<file path="src/rtl/linear_interpolator.sv">
// Linear interpolating upsampler: emits 2^ABITS evenly spaced samples between
// successive input samples, one per downstream tick.
module linear_interpolator #(
  parameter int NBITS = 32,
  parameter int ABITS = 8
) (
  input  logic             clk,
  input  logic             rst_n,
  input  logic [NBITS-1:0] in_data,
  input  logic             in_valid,
  output logic             in_ready,
  input  logic             tick,
  output logic [NBITS-1:0] out_data,
  output logic             out_valid,
  output logic             underrun
);

  localparam int ACCW = NBITS + ABITS + 1;
  localparam int SW   = NBITS + 1;
  localparam logic [ABITS-1:0] PHASE_ZERO = {ABITS{1'b0}};
  localparam logic [ABITS-1:0] PHASE_ONE  = ABITS'(1);
  localparam logic [ABITS-1:0] PHASE_LAST = {ABITS{1'b1}};

  typedef enum logic [1:0] {
    ST_EMPTY = 2'd0,
    ST_WAIT  = 2'd1,
    ST_RUN   = 2'd2
  } state_e;

  state_e           state_q, state_d;
  logic [NBITS-1:0] next_q, next_d;
  logic             next_full_q, next_full_d;
  logic [ACCW-1:0]  acc_q, acc_d;
  logic [SW-1:0]    step_q, step_d;
  logic [NBITS-1:0] anchor_q, anchor_d;
  logic [NBITS-1:0] target_q, target_d;
  logic [ABITS-1:0] phase_q, phase_d;
  logic [NBITS-1:0] out_data_q, out_data_d;
  logic             out_valid_q, out_valid_d;
  logic             underrun_q, underrun_d;
  logic             accept_s;
  logic             consume_s;

  // A sample on the fixed-point grid: value with ABITS zero fraction bits.
  function automatic logic [ACCW-1:0] scale_up(input logic [NBITS-1:0] v);
    return {1'b0, v, {ABITS{1'b0}}};
  endfunction

  // Signed per-tick increment; the extra bit keeps full-scale swings exact.
  function automatic logic [SW-1:0] seg_step(input logic [NBITS-1:0] tgt,
                                             input logic [NBITS-1:0] anc);
    return {1'b0, tgt} - {1'b0, anc};
  endfunction

  function automatic logic [ACCW-1:0] sext_step(input logic [SW-1:0] s);
    return {{ABITS{s[SW-1]}}, s};
  endfunction

  assign in_ready  = !next_full_q;
  assign accept_s  = in_valid && !next_full_q;
  assign out_data  = out_data_q;
  assign out_valid = out_valid_q;
  assign underrun  = underrun_q;

  // Next-state, segment loading and output generation.
  always_comb begin
    state_d     = state_q;
    next_d      = next_q;
    next_full_d = next_full_q;
    acc_d       = acc_q;
    step_d      = step_q;
    anchor_d    = anchor_q;
    target_d    = target_q;
    phase_d     = phase_q;
    out_data_d  = out_data_q;
    out_valid_d = 1'b0;
    underrun_d  = 1'b0;
    consume_s   = 1'b0;

    case (state_q)
      ST_EMPTY: begin
        if (next_full_q) begin
          anchor_d  = next_q;
          acc_d     = scale_up(next_q);
          consume_s = 1'b1;
          state_d   = ST_WAIT;
        end else begin
          state_d = ST_EMPTY;
        end
      end

      ST_WAIT: begin
        if (tick) begin
          out_data_d  = anchor_q;
          out_valid_d = 1'b1;
        end else begin
          out_valid_d = 1'b0;
        end
        if (next_full_q) begin
          step_d    = seg_step(next_q, anchor_q);
          target_d  = next_q;
          consume_s = 1'b1;
          state_d   = ST_RUN;
          if (tick) begin
            acc_d   = acc_q + sext_step(seg_step(next_q, anchor_q));
            phase_d = PHASE_ONE;
          end else begin
            phase_d = PHASE_ZERO;
          end
        end else if (tick) begin
          underrun_d = 1'b1;
        end else begin
          underrun_d = 1'b0;
        end
      end

      ST_RUN: begin
        if (tick) begin
          out_data_d  = acc_q[NBITS+ABITS-1:ABITS];
          out_valid_d = 1'b1;
          acc_d       = acc_q + sext_step(step_q);
          phase_d     = phase_q + PHASE_ONE;
          // Snap to the exact target at segment end; chain the next one if ready.
          if (phase_q == PHASE_LAST) begin
            anchor_d = target_q;
            acc_d    = scale_up(target_q);
            phase_d  = PHASE_ZERO;
            if (next_full_q) begin
              step_d    = seg_step(next_q, target_q);
              target_d  = next_q;
              consume_s = 1'b1;
            end else begin
              state_d = ST_WAIT;
            end
          end else begin
            state_d = ST_RUN;
          end
        end else begin
          state_d = ST_RUN;
        end
      end

      default: begin
        state_d = ST_EMPTY;
      end
    endcase

    // Consumption only happens when full and acceptance only when empty.
    if (consume_s) begin
      next_full_d = 1'b0;
    end else if (accept_s) begin
      next_full_d = 1'b1;
      next_d      = in_data;
    end else begin
      next_full_d = next_full_q;
    end
  end

  // State and datapath registers.
  always_ff @(posedge clk or negedge rst_n) begin
    if (!rst_n) begin
      state_q     <= ST_EMPTY;
      next_q      <= {NBITS{1'b0}};
      next_full_q <= 1'b0;
      acc_q       <= {ACCW{1'b0}};
      step_q      <= {SW{1'b0}};
      anchor_q    <= {NBITS{1'b0}};
      target_q    <= {NBITS{1'b0}};
      phase_q     <= PHASE_ZERO;
      out_data_q  <= {NBITS{1'b0}};
      out_valid_q <= 1'b0;
      underrun_q  <= 1'b0;
    end else begin
      state_q     <= state_d;
      next_q      <= next_d;
      next_full_q <= next_full_d;
      acc_q       <= acc_d;
      step_q      <= step_d;
      anchor_q    <= anchor_d;
      target_q    <= target_d;
      phase_q     <= phase_d;
      out_data_q  <= out_data_d;
      out_valid_q <= out_valid_d;
      underrun_q  <= underrun_d;
    end
  end

endmodule

</file>
<file path="config.mk">
export PLATFORM = sky130hd
export DESIGN_NAME = linear_interpolator
export DESIGN_NICKNAME = d
export VERILOG_FILES = /design/src/rtl/linear_interpolator.sv
export SDC_FILE = /design/constraint.sdc
export NUM_CORES = 1
export LEC_CHECK = 0
export CAP_MARGIN = 10
export CORE_MARGIN = 3
export CORE_UTILIZATION = 41
export DETAILED_ROUTE_END_ITERATION = 10
export GPL_ROUTABILITY_DRIVEN = 0
export HOLD_SLACK_MARGIN = 0.02
export PLACE_DENSITY = 0.63
export SLEW_MARGIN = 20
export SYNTH_ARGS = -nofsm -noshare
export SYNTH_HDL_FRONTEND = slang
export SYNTH_SLANG_ARGS = --single-unit
</file>
<file path="constraint.sdc">
create_clock -name clk -period 13.2 [get_ports clk]
set_input_delay 1.98 -clock clk [delete_from_list [all_inputs] [get_ports clk]]
set_output_delay 1.98 -clock clk [all_outputs]
set_load 0.03 [all_outputs]
</file>
# [Yosys cells after proc, flatten, opt, wreduce, memory -nomap -nowiden]
# Index checks and enable logic that the tools add are counted.
[word_totals] ff_bits=215 input_bits=36 out_inout_bits=35 elab_cells=87
[classes] addsub=5 n_eq_ne=10 mux=43 bitwise=1 n_reduce_logical=17
[op_table] op="$mux 32" count=8
[op_table] op="$mux 41" count=5
[op_table] op="$pmux 32 s2" count=3
[op_table] op="$mux 33" count=4
[op_table] op="$pmux 41 s3" count=1
[op_table] op="$add 41x41->41" count=2
[op_table] op="$pmux 33 s2" count=1
[op_table] op="$sub 32x32->33" count=2
[op_table] op="$mux 8" count=3
[op_table] op="$pmux 8 s2" count=1
[op_table] op="$ne 2x2->1 const B" count=6
[op_table] op="$mux 1" count=11
[op_table] op="$reduce_and 5->1" count=2
[op_table] op="$reduce_and 3->1" count=3
[op_table] op="$add 8x1->8 const B" count=1
[op_table] op="$eq 8x8->1 const B" count=1
[op_table] op="$mux 2" count=4
[op_table] op="$pmux 2 s3" count=1
[op_table] op="$reduce_bool 2->1" count=3
[op_table] op="$ne 4x4->1 const B" count=1
[op_table] op="$reduce_and 2->1" count=2
[op_table] op="$reduce_and 4->1" count=1
[op_table] op="$reduce_or 2->1" count=2
[op_table] op="$reduce_bool 3->1" count=1
[op_table] op="other kinds (7)" count=7

# [Depth between registers and ports, before layout]
# Gate-level depths: netlist (run 1).
[logic_depth] depth_word=6 ltp_mapped=22

# [Least setup slack after synthesis (run 1)]
# No wires, ideal clock.
[synth_path] path_kind="reg2reg" start="register next_q[15]" end="register acc_q[39]" arrival_time_ps=4655 required_time_ps=13130 path_slack_ps=8475 stages_incl_launch_ff=20 path_buffers=1 synth_period_minus_slack_ps=4725 cell_sequence="dfrtp_1 -> ha_1 -> clkbuf_1 -> a21o_1 -> a31o_2 -> a21oi_1 -> o21ai_1 -> o41a_1 -> a221o_1 -> a31oi_1 -> ha_1 -> a21o_1 -> a21o_1 -> a21oi_1 -> o21ai_0 -> a221oi_1 -> a211oi_1 -> xnor2_1 -> or3_1 -> nand3_1"
[synth_between] elab_chain_cells=5
[synth_rtl] item="start, declared" line="31" source="logic [NBITS-1:0] next_q, next_d;"
[synth_rtl] item="start signal, assigned" line="163" source="next_q <= {NBITS{1'b0}};"
[synth_rtl] item="start signal, assigned" line="175" source="next_q <= next_d;"
[synth_rtl] item="$sub 32x32->33" line="52" source="return {1'b0, tgt} - {1'b0, anc};"
[synth_rtl] item="$add 41x41->41" line="105" source="acc_d = acc_q + sext_step(seg_step(next_q, anchor_q));"
[synth_rtl] item="$mux 41" line="104" source="if (tick) begin"
[synth_rtl] item="$mux 41" line="99" source="if (next_full_q) begin"
[synth_rtl] item="$pmux 41 s3" line="80" source="case (state_q)"
[synth_rtl] item="end signal, assigned" line="165" source="acc_q <= {ACCW{1'b0}};"
[synth_rtl] item="end, declared" line="33" source="logic [ACCW-1:0] acc_q, acc_d;"
# No other way between the ends. The select of a mux whose other input is x is not followed.
# A chain may end at the register's enable or synchronous reset.

# [Worst setup path in the final report (run 1)]
[layout_path] start="register next_q[0]" end="register acc_q[39]"
# Same word-level chain as after synthesis.

==> results.sh, run 1 <==
export IMPL_synth_top_family_by_area="compound AO/OA/AOI/OAI gates"
export IMPL_period_needed_ns=5.67
export IMPL_synth_top_area_frac=0.305
export IMPL_vias=16600
export IMPL_start_util=0.417
export IMPL_layout_nets=2350
export IMPL_htreeDepth=1
export IMPL_synth_edf_count=0
export IMPL_postCtsSetupBuffers=0
export IMPL_place_inst=2672
export IMPL_whs_ns=0.474
export IMPL_drt_iter0_drc=1635
export IMPL_fp_row_count=75
export IMPL_ir_drop_v=0.000201
export IMPL_antenna_found_initial=1
export IMPL_grt_setup_unrepaired="false"
export IMPL_place_area_mm2=0.0188
export IMPL_synth_adder_area_share=0.111
export IMPL_mappedNetlistNets=2334
export IMPL_path_class="register to register"
export IMPL_final_cells=2715
export IMPL_synth_largest_area_cell="dfrtp_1"
export IMPL_final_setup_tns_ns=0
export IMPL_synth_cell_types=76
export IMPL_layout_drive_gt1_share=0.0570
export IMPL_skew_ns=0.0104
export IMPL_core_mm2=0.0421
export IMPL_routedWlPerCell_um=21.1
export IMPL_cap_violations=0
export IMPL_cts_repair_resized=0
export IMPL_clk_pin_slew_ns=0.06
export IMPL_hold_viol_final=0
export IMPL_die_x_um=213
export IMPL_netlist_area_mm2=0.0176
export IMPL_slew_headroom=0.282
export IMPL_portBuffers=70
export IMPL_grt_max_degree=110
export IMPL_finalCoreUtilization=0.464
export IMPL_ant_nets=0
export IMPL_cts_max_path_buffers=3
export IMPL_synthArstFlopShare=1.00
export IMPL_die_area_mm2=0.0454
export IMPL_cts_hold_buf=0
export IMPL_io_pins=71
export IMPL_cts_buffers=25
export IMPL_arrival_ns=6.15
export IMPL_end_kind="register"
export IMPL_tightestPinTransition_ns=1.08
export IMPL_final_area_mm2=0.0196
export IMPL_layout_setup_ws_ns=7.53
export IMPL_ys_ff_latch=214
export IMPL_worst_path_max_fanout=10
export IMPL_p_per_area_mw_per_mm2=297
export IMPL_status="finished, final reports clean"
export IMPL_avgSynthCellArea_um2=8.20
export IMPL_dp_hpwl_mm=42.3
export IMPL_synth_seq_area_share=0.305
export IMPL_setup_viol=0
export IMPL_synth_compound_area_frac=0.264
export IMPL_globalRoute_totalOverflow=0
export IMPL_fp_dieH_um=213
export IMPL_antennaDiodeCount=0
export IMPL_pre_cts_slack_ns=7.70
export IMPL_yosys_area_share_simple=0.160
export IMPL_route_detailed_drc=0
export IMPL_root_buffer="clkbuf_16"
export IMPL_fmax_mhz=176
export IMPL_areaGrowthSynthToFinish_pct=11.3
export IMPL_synthFlopType="dfrtp_1"
export IMPL_p_total_mw=5.82
export IMPL_clock_sinks=214
export IMPL_cts_tree="yes"
export IMPL_firstDrtPassIters=6
export IMPL_grt_pass1_vias=16000
export IMPL_slew_viol_final=0
export IMPL_drt_wl_total_mm=57.2
export IMPL_synth_xor_area_share=0.0503
export IMPL_via_per_inst=6.10
export IMPL_synth_area_top_cells="dfrtp_1 (30%), ha_1 (11%), o21ai_0 (7.1%), nand2_1 (5.9%), mux2i_1 (4.5%)"
export IMPL_hp_class="register to register"
export IMPL_grt_pass1_wl_mm=90.4
export IMPL_synthMuxAreaShare=0.0648
export IMPL_startpoint_type="register"
export IMPL_fin_crit_sh=0.430
export IMPL_grt_usage=0.250
export IMPL_clk_latency_ns=0.55
export IMPL_synth_top_cells_by_count="nand2_1 (277), o21ai_0 (251), dfrtp_1 (214)"
export IMPL_fillers=4048
export IMPL_synth_most_common_cell="nand2_1"
export IMPL_syn_inst=2144
export IMPL_cp_data_required_time_ns=13.68
export IMPL_leakagePower_nw=9.13
export IMPL_yosysWarnings=0
[cell type report]
type / count / area, µm² / share of cell area
clock buffers: 33 / 686 / 0.0350
clock inverters: 10 / 109 / 0.00556
inverters: 109 / 409 / 0.0209
multi-input cells: 1721 / 11500 / 0.587
flip-flops and latches: 214 / 5360 / 0.274
well taps: 539 / 674 / 0.0345
repair buffers: 89 / 848 / 0.0434
[sequential cells by signal, indices dropped and copies added (netlist names)]
signal       count
target_q        32
acc_q           40
phase_q          8
next_q          32
out_valid        1
step_q          33
next_full_q      1
underrun         1
out_data        32
state_q          2
anchor_q        32
[power breakdown]
group	switching, mW	leakage (nW)	total [mW]	internal (mW)
Clock	0.293	0.388	0.695	0.402
Combinational	2.53	6.14	4.09	1.56
Sequential	0.215	2.60	1.03	0.818
[cell families (layout without fill, tap and decap cells)]
group,after synthesis,after routing
AND/OR/NAND/NOR,620,620
multiplexers,110,110
buffers and inverters,209,241
AO/OA/AOI/OAI,736,736
adder cells (fa/ha/maj),154,154
XOR/XNOR,101,101
flip-flops,214,214
[per-layer routing]
metal  global-route usage  up-vias  part of all wire
met5                    0        -                 0
met4               0.0904        0             0.037
met3               0.0256      125             0.062
met2                0.401      616              0.45
met1                0.353     7985              0.45
li1                     -     7832                 -
[layout by cell type, fill, tap and decap left out, types with 15 or more instances in the layout]
master,instances
a211oi_1,23
a21o_1,66
a21oi_1,156
a221oi_1,17
a31oi_1,38
and3_1,19
buf_4,19
clkbuf_16,25
clkdlybuf4s50_1,69
dfrtp_1,214
ha_1,148
inv_1,109
mux2_2,31
mux2i_1,79
nand2_1,276
nand2b_1,15
nand3_1,45
nand4_1,17
nor2_1,121
nor2b_1,16
nor3_1,36
o21a_1,30
o21ai_0,251
o21bai_1,17
o31ai_1,16
or3_1,27
xnor2_1,58
xor2_1,43
[worst max-delay path: stages, from the launching register on]
cell and delay [ns]:
dfrtp_1 0.40, inv_1 0.11, ha_1 0.22, fa_1 0.22, nand2b_1 0.16, a21o_1 0.18
a211oi_1 0.13, o21a_1 0.30, o41a_1 0.52, a221o_1 0.36, a31oi_1 0.81, ha_1 0.47
a21o_1 0.21, a21o_1 0.17, a21oi_1 0.19, o21ai_0 0.13, a221oi_1 0.30, a211oi_1 0.11
xnor2_1 0.16, or3_1 0.34, nand3_1 0.08
[final timing paths]
path                                          start                       end  slack, ns  cells after the start
setup reg to reg              next_q[0]$_DFFE_PN0P_     acc_q[39]$_DFFE_PN0P_       7.53                     20
max in group asynchronous                     rst_n     step_q[9]$_DFFE_PN0P_      10.31                      2
setup / recovery              next_q[0]$_DFFE_PN0P_     acc_q[39]$_DFFE_PN0P_       7.53                     20
min in group asynchronous                     rst_n  out_data[27]$_DFFE_PN0P_       1.52                      1
hold reg to reg            out_data[29]$_DFFE_PN0P_  out_data[29]$_DFFE_PN0P_       0.47                      2
hold / removal             out_data[29]$_DFFE_PN0P_  out_data[29]$_DFFE_PN0P_       0.47                      2
Power figures use the tool's default switching activity.
==> run 2, diff against run 1 <==
- PLACE_DENSITY: 0.63 -> 0.66
- clock period: 13.2 -> 4.8 ns (I/O delays scaled with it)
==> results.sh, run 2 (same netlist as run 1, synthesis figures left out) <==
export IMPL_largest_reg_flops=40
export IMPL_cp_data_required_time_ns=5.28
export IMPL_routedWlPerCell_um=21.5
export IMPL_hold_viol_final=0
export IMPL_arrival_ns=5.22
export IMPL_layout_nets=2442
export IMPL_cts_max_path_buffers=3
export IMPL_fp_dieH_um=213
export IMPL_grt_setup_unrepaired="true"
export IMPL_start_util=0.417
export IMPL_grt_usage=0.260
export IMPL_routed_wl_met2_mm=26.6
export IMPL_io_pins=71
export IMPL_drt_wl_total_mm=60.4
export IMPL_dr_wl_met3_mm=4.78
export IMPL_clk_latency_ns=0.56
export IMPL_grt_max_degree=97
export IMPL_fin_crit_sh=0.987
export IMPL_status="finished, final reports clean"
export IMPL_startpoint_type="register"
export IMPL_reg_top3="acc_q x40, step_q x33"
export IMPL_end_kind="register"
export IMPL_setup_viol=0
export IMPL_core_mm2=0.0421
export IMPL_finalCoreUtilization=0.491
export IMPL_die_x_um=213
export IMPL_antenna_found_initial=0
export IMPL_clock_sinks=214
export IMPL_root_buffer="clkbuf_16"
export IMPL_fillers=3954
export IMPL_hp_class="input port to async pin"
export IMPL_fp_row_count=75
export IMPL_regArea_mm2=0.00536
export IMPL_via_per_inst=6.16
export IMPL_layout_drive_gt1_share=0.120
export IMPL_layout_commonest_cell="nand2_1"
export IMPL_largest_register="acc_q"
export IMPL_top_layer_used="met4"
export IMPL_antennaDiodeCount=0
export IMPL_tightestPinTransition_ns=0.932
export IMPL_grt_pass1_wl_mm=93.3
export IMPL_firstDrtPassIters=7
export IMPL_vias=17300
export IMPL_die_area_mm2=0.0454
export IMPL_multi_input_area_mm2=0.0118
export IMPL_route_detailed_drc=0
export IMPL_path_class="register to register"
export IMPL_areaGrowthSynthToFinish_pct=17.8
export IMPL_cts_tree="yes"
export IMPL_final_cell_mix="nand2_1 (276), o21ai_0 (244), dfrtp_1 (214)"
export IMPL_drt_iter0_drc=1880
export IMPL_cap_violations=0
export IMPL_globalRoute_totalOverflow=0
export IMPL_dp_hpwl_mm=44.5
export IMPL_skew_ns=0.0232
export IMPL_slew_headroom=0.378
export IMPL_cts_buffers=26
export IMPL_slew_viol_final=0
export IMPL_ant_nets=0
export IMPL_grt_pass1_vias=16400
export IMPL_fmax_mhz=211
export IMPL_worst_path_max_fanout=4
export IMPL_period_needed_ns=4.74
export IMPL_portBuffers=70
export IMPL_wl_met1_mm=26.0
export IMPL_clk_pin_slew_ns=0.07
export IMPL_htreeDepth=1
[run 2: what timing repair did]
item | CTS | global route
hold buffers | 0 | 0
pin swaps | 5 | 29
resized for setup | 5 | 60
setup buffers | 4 | 11
endpoints found under the setup margin | 6 | 20
[run 2: worst max-delay path, stage by stage, from the launching register on]
cell and delay (ns):
dfrtp_1 0.39, inv_2 0.09, ha_2 0.20, fa_2 0.23
nand2b_4 0.13, a21o_1 0.21, a211oi_2 0.09, buf_4 0.15
o21a_2 0.25, o41a_1 0.37, a221o_1 0.38, a31oi_2 0.22
ha_1 0.27, a21o_1 0.19, a21o_1 0.19, a21oi_2 0.18
o21ai_2 0.09, a221oi_2 0.33, a211oi_2 0.09, xnor2_1 0.15
or3_1 0.36, nand3_1 0.09
[run 2: path summary, 6_finish.rpt]
kind	from	endpoint	slack (ns)	cells after the start
min in group clk	out_data[23]$_DFFE_PN0P_	out_data[23]$_DFFE_PN0P_	0.48	2
hold reg to reg	out_data[23]$_DFFE_PN0P_	out_data[23]$_DFFE_PN0P_	0.48	2
max in group asynchronous	rst_n	target_q[11]$_DFFE_PN0P_	3.53	2
setup / recovery	next_q[0]$_DFFE_PN0P_	acc_q[39]$_DFFE_PN0P_	0.06	21
setup reg to reg	next_q[0]$_DFFE_PN0P_	acc_q[39]$_DFFE_PN0P_	0.06	21
hold / removal	rst_n	acc_q[34]$_DFFE_PN0P_	0.19	1
[run 2: metal layers]
layer / vias up / global-route usage
li1: 7996 / -
met5: - / 0
met1: 8274 / 0.360
met4: 0 / 0.118
met2: 837 / 0.406
met3: 213 / 0.0344
[run 2: stage by stage]
step	hold slack (ns)	setup slack [ns]	instances	setup TNS, ns	cell area, µm²
6_report	0.191	0.0609	2810	0	20700
5_1_grt	0.244	-0.143	2810	-0.547	20700
4_1_cts	0.205	0.0146	2799	0	20400
3_5_place_dp	0.470	0.00352	2748	0	19400
3_3_place_gp	0.462	0.0175	2748	0	19400
2_1_floorplan	0.424	0.0746	2144	0	17600
[run 2: final cells by class]
| type | instances | area share |
|---|---|---|
| clock buffer | 33 | 0.0361 |
| clock inverter | 14 | 0.00967 |
| inverter | 109 | 0.0198 |
| multi-input combinational | 1721 | 0.569 |
| sequential | 214 | 0.259 |
| tap | 539 | 0.0326 |
| timing repair buffer | 180 | 0.0746 |
Power of run 2 is not shown: default switching activity piles up to over one toggle a cycle in this logic, so the estimate is an artifact.
==> run 3, diff against run 2 <==
- CELL_PAD_IN_SITES_DETAIL_PLACEMENT: not set -> 0
- CELL_PAD_IN_SITES_GLOBAL_PLACEMENT: not set -> 1
- PLACE_DENSITY: 0.66 -> 0.81
==> results.sh, run 3 (same netlist as run 1, synthesis figures left out) <==
export IMPL_status="finished, final reports clean"
export IMPL_largest_register="acc_q"
export IMPL_drt_iter0_drc=1595
export IMPL_cpMaxStageDelayCell="ha_1"
export IMPL_ant_nets=0
export IMPL_final_cell_mix="nand2_1 (276), o21ai_0 (246), dfrtp_1 (214)"
export IMPL_die_x_um=213
export IMPL_seqPwrFrac=0.150
export IMPL_pre_cts_slack_ns=-0.0973
export IMPL_cts_max_path_buffers=3
export IMPL_cts_hold_buf=0
export IMPL_p_per_area_mw_per_mm2=887
export IMPL_end_kind="register"
export IMPL_cts_buffers=27
export IMPL_firstDrtPassIters=5
export IMPL_crit_path_start="next_q[1]$_DFFE_PN0P_"
export IMPL_fin_crit_sh=0.985
export IMPL_largest_reg_flops=40
export IMPL_route_detailed_drc=0
export IMPL_layout_drive_gt1_share=0.115
export IMPL_grt_max_degree=112
export IMPL_final_area_mm2=0.0206
export IMPL_io_pins=71
export IMPL_tightestPinTransition_ns=0.952
export IMPL_place_area_mm2=0.0195
export IMPL_root_buffer="clkbuf_16"
export IMPL_hp_class="input port to async pin"
export IMPL_antennaDiodeCount=0
export IMPL_die_area_mm2=0.0454
export IMPL_clk_latency_ns=0.56
export IMPL_startpoint_type="register"
export IMPL_arrival_ns=5.21
export IMPL_path_class="register to register"
export IMPL_core_mm2=0.0421
export IMPL_slew_headroom=0.363
export IMPL_hold_viol_final=0
export IMPL_clk_pin_slew_ns=0.06
export IMPL_cap_violations=0
export IMPL_power_frac_comb=0.732
export IMPL_leakagePower_nw=9.75
export IMPL_htreeDepth=1
export IMPL_worst_path_max_fanout=7
export IMPL_p_switching_mw=9.14
export IMPL_regToRegStartpoint="next_q[1]$_DFFE_PN0P_"
export IMPL_crit_chain="ha_1, nor2b_1, o31a_1, buf_4, or2_2, a31o_2, a21oi_1, xnor2_1, ha_1, o2111ai_1, a211oi_1, nand3b_1, nand4bb_1, a211o_4, nand3_1, mux2i_1, buf_4, a2bb2oi_1"
export IMPL_fp_dieH_um=213
export IMPL_setup_viol=0
export IMPL_reg_top3="acc_q x40, step_q x33"
export IMPL_skew_ns=0.0115
export IMPL_netSwitchingFraction=0.499
export IMPL_cp_data_required_time_ns=5.28
export IMPL_layout_commonest_cell="nand2_1"
export IMPL_dp_hpwl_mm=45.3
export IMPL_portBuffers=70
export IMPL_layout_nets=2451
export IMPL_via_per_inst=6.08
export IMPL_start_util=0.417
export IMPL_clock_sinks=214
export IMPL_ir_drop_v=0.000584
export IMPL_fp_row_count=75
export IMPL_fmax_mhz=211
export IMPL_globalRoute_totalOverflow=0
export IMPL_worst_path_buf_inv=2
export IMPL_slowest_delay_ns=0.47
export IMPL_drt_wl_total_mm=60.7
export IMPL_routedWlPerCell_um=21.5
export IMPL_vias=17100
export IMPL_grt_pass1_wl_mm=93.6
export IMPL_p_int_mw=9.18
export IMPL_period_needed_ns=4.73
export IMPL_areaGrowthSynthToFinish_pct=17.4
export IMPL_slew_viol_final=0
export IMPL_cpLargestDelayFamily="compound AO/OA/AOI/OAI gates"
export IMPL_grt_usage=0.263
export IMPL_grt_setup_unrepaired="true"
export IMPL_cts_tree="yes"
export IMPL_antenna_found_initial=1
export IMPL_layout_setup_ws_ns=0.0703
export IMPL_pwr_share_clk=0.118
export IMPL_grt_pass1_vias=16400
run 3: changes by cell type in the layout (fill, tap and decap cells not counted), moves of 3 or more:
cell and delta:
a21oi_1 +4, a21oi_2 -4, buf_4 +8, ha_1 +6, ha_2 -5, xnor2_1 +3
xnor2_2 -3
run 3: power groups by stage:
stage	clock [mW]	combinational, mW	sequential [mW]
after floorplan	0	8.03	2.78
after global placement	0	12.4	2.74
after detailed placement	0	12.5	2.76
after CTS	2.21	12.8	2.73
after global routing	2.29	14.5	2.80
final	2.17	13.4	2.74
run 3: stage by stage:
step	cells	hold WS, ns	utilization	setup TNS, ns	power [mW]
floorplan	2144	0.424	-	0	10.8
global placement	2763	0.463	0.462	-0.0948	15.2
detailed placement	2763	0.471	0.462	-0.224	15.3
CTS	2816	0.300	0.486	0	17.7
global route	2819	0.325	0.490	-0.652	19.6
finish	2819	0.242	0.490	0	18.3
run 3: timing repair:
item,CTS,global route
pin swaps,2,30
endpoints found under the setup margin,6,17
gates cloned,0,0
buffers inserted,5,3
resized for setup,11,35
run 3: per-layer routing:
metal	routed length, µm	vias to the layer above	share of wire	global-route usage
met2	26700	725	0.44	0.411
met4	2600	0	0.043	0.109
met3	4540	160	0.075	0.0455
li1	-	8013	-	-
met1	26900	8238	0.44	0.363
met5	0	-	0	0
run 3: final timing paths:
path                                                  to  depth (start not counted)  slack (ns)
worst max register to register     acc_q[30]$_DFFE_PN0P_                         18        0.07
max in group asynchronous        target_q[8]$_DFFE_PN0P_                          2        3.43
worst min-delay path            out_data[29]$_DFFE_PN0P_                          1        0.24
worst max-delay path               acc_q[30]$_DFFE_PN0P_                         18        0.07
worst min register to register   out_data[1]$_DFFE_PN0P_                          2        0.48
min in group clk                 out_data[1]$_DFFE_PN0P_                          2        0.48
run 3: area by class of cell:
cell class | instances | area [µm²]
clock inverter | 13 | 173
tap | 539 | 674
fill | 4026 | 21500
timing repair buffer | 188 | 1600
inverter | 109 | 409
sequential | 214 | 5360
multi-input combinational | 1721 | 11700
clock buffer | 35 | 756
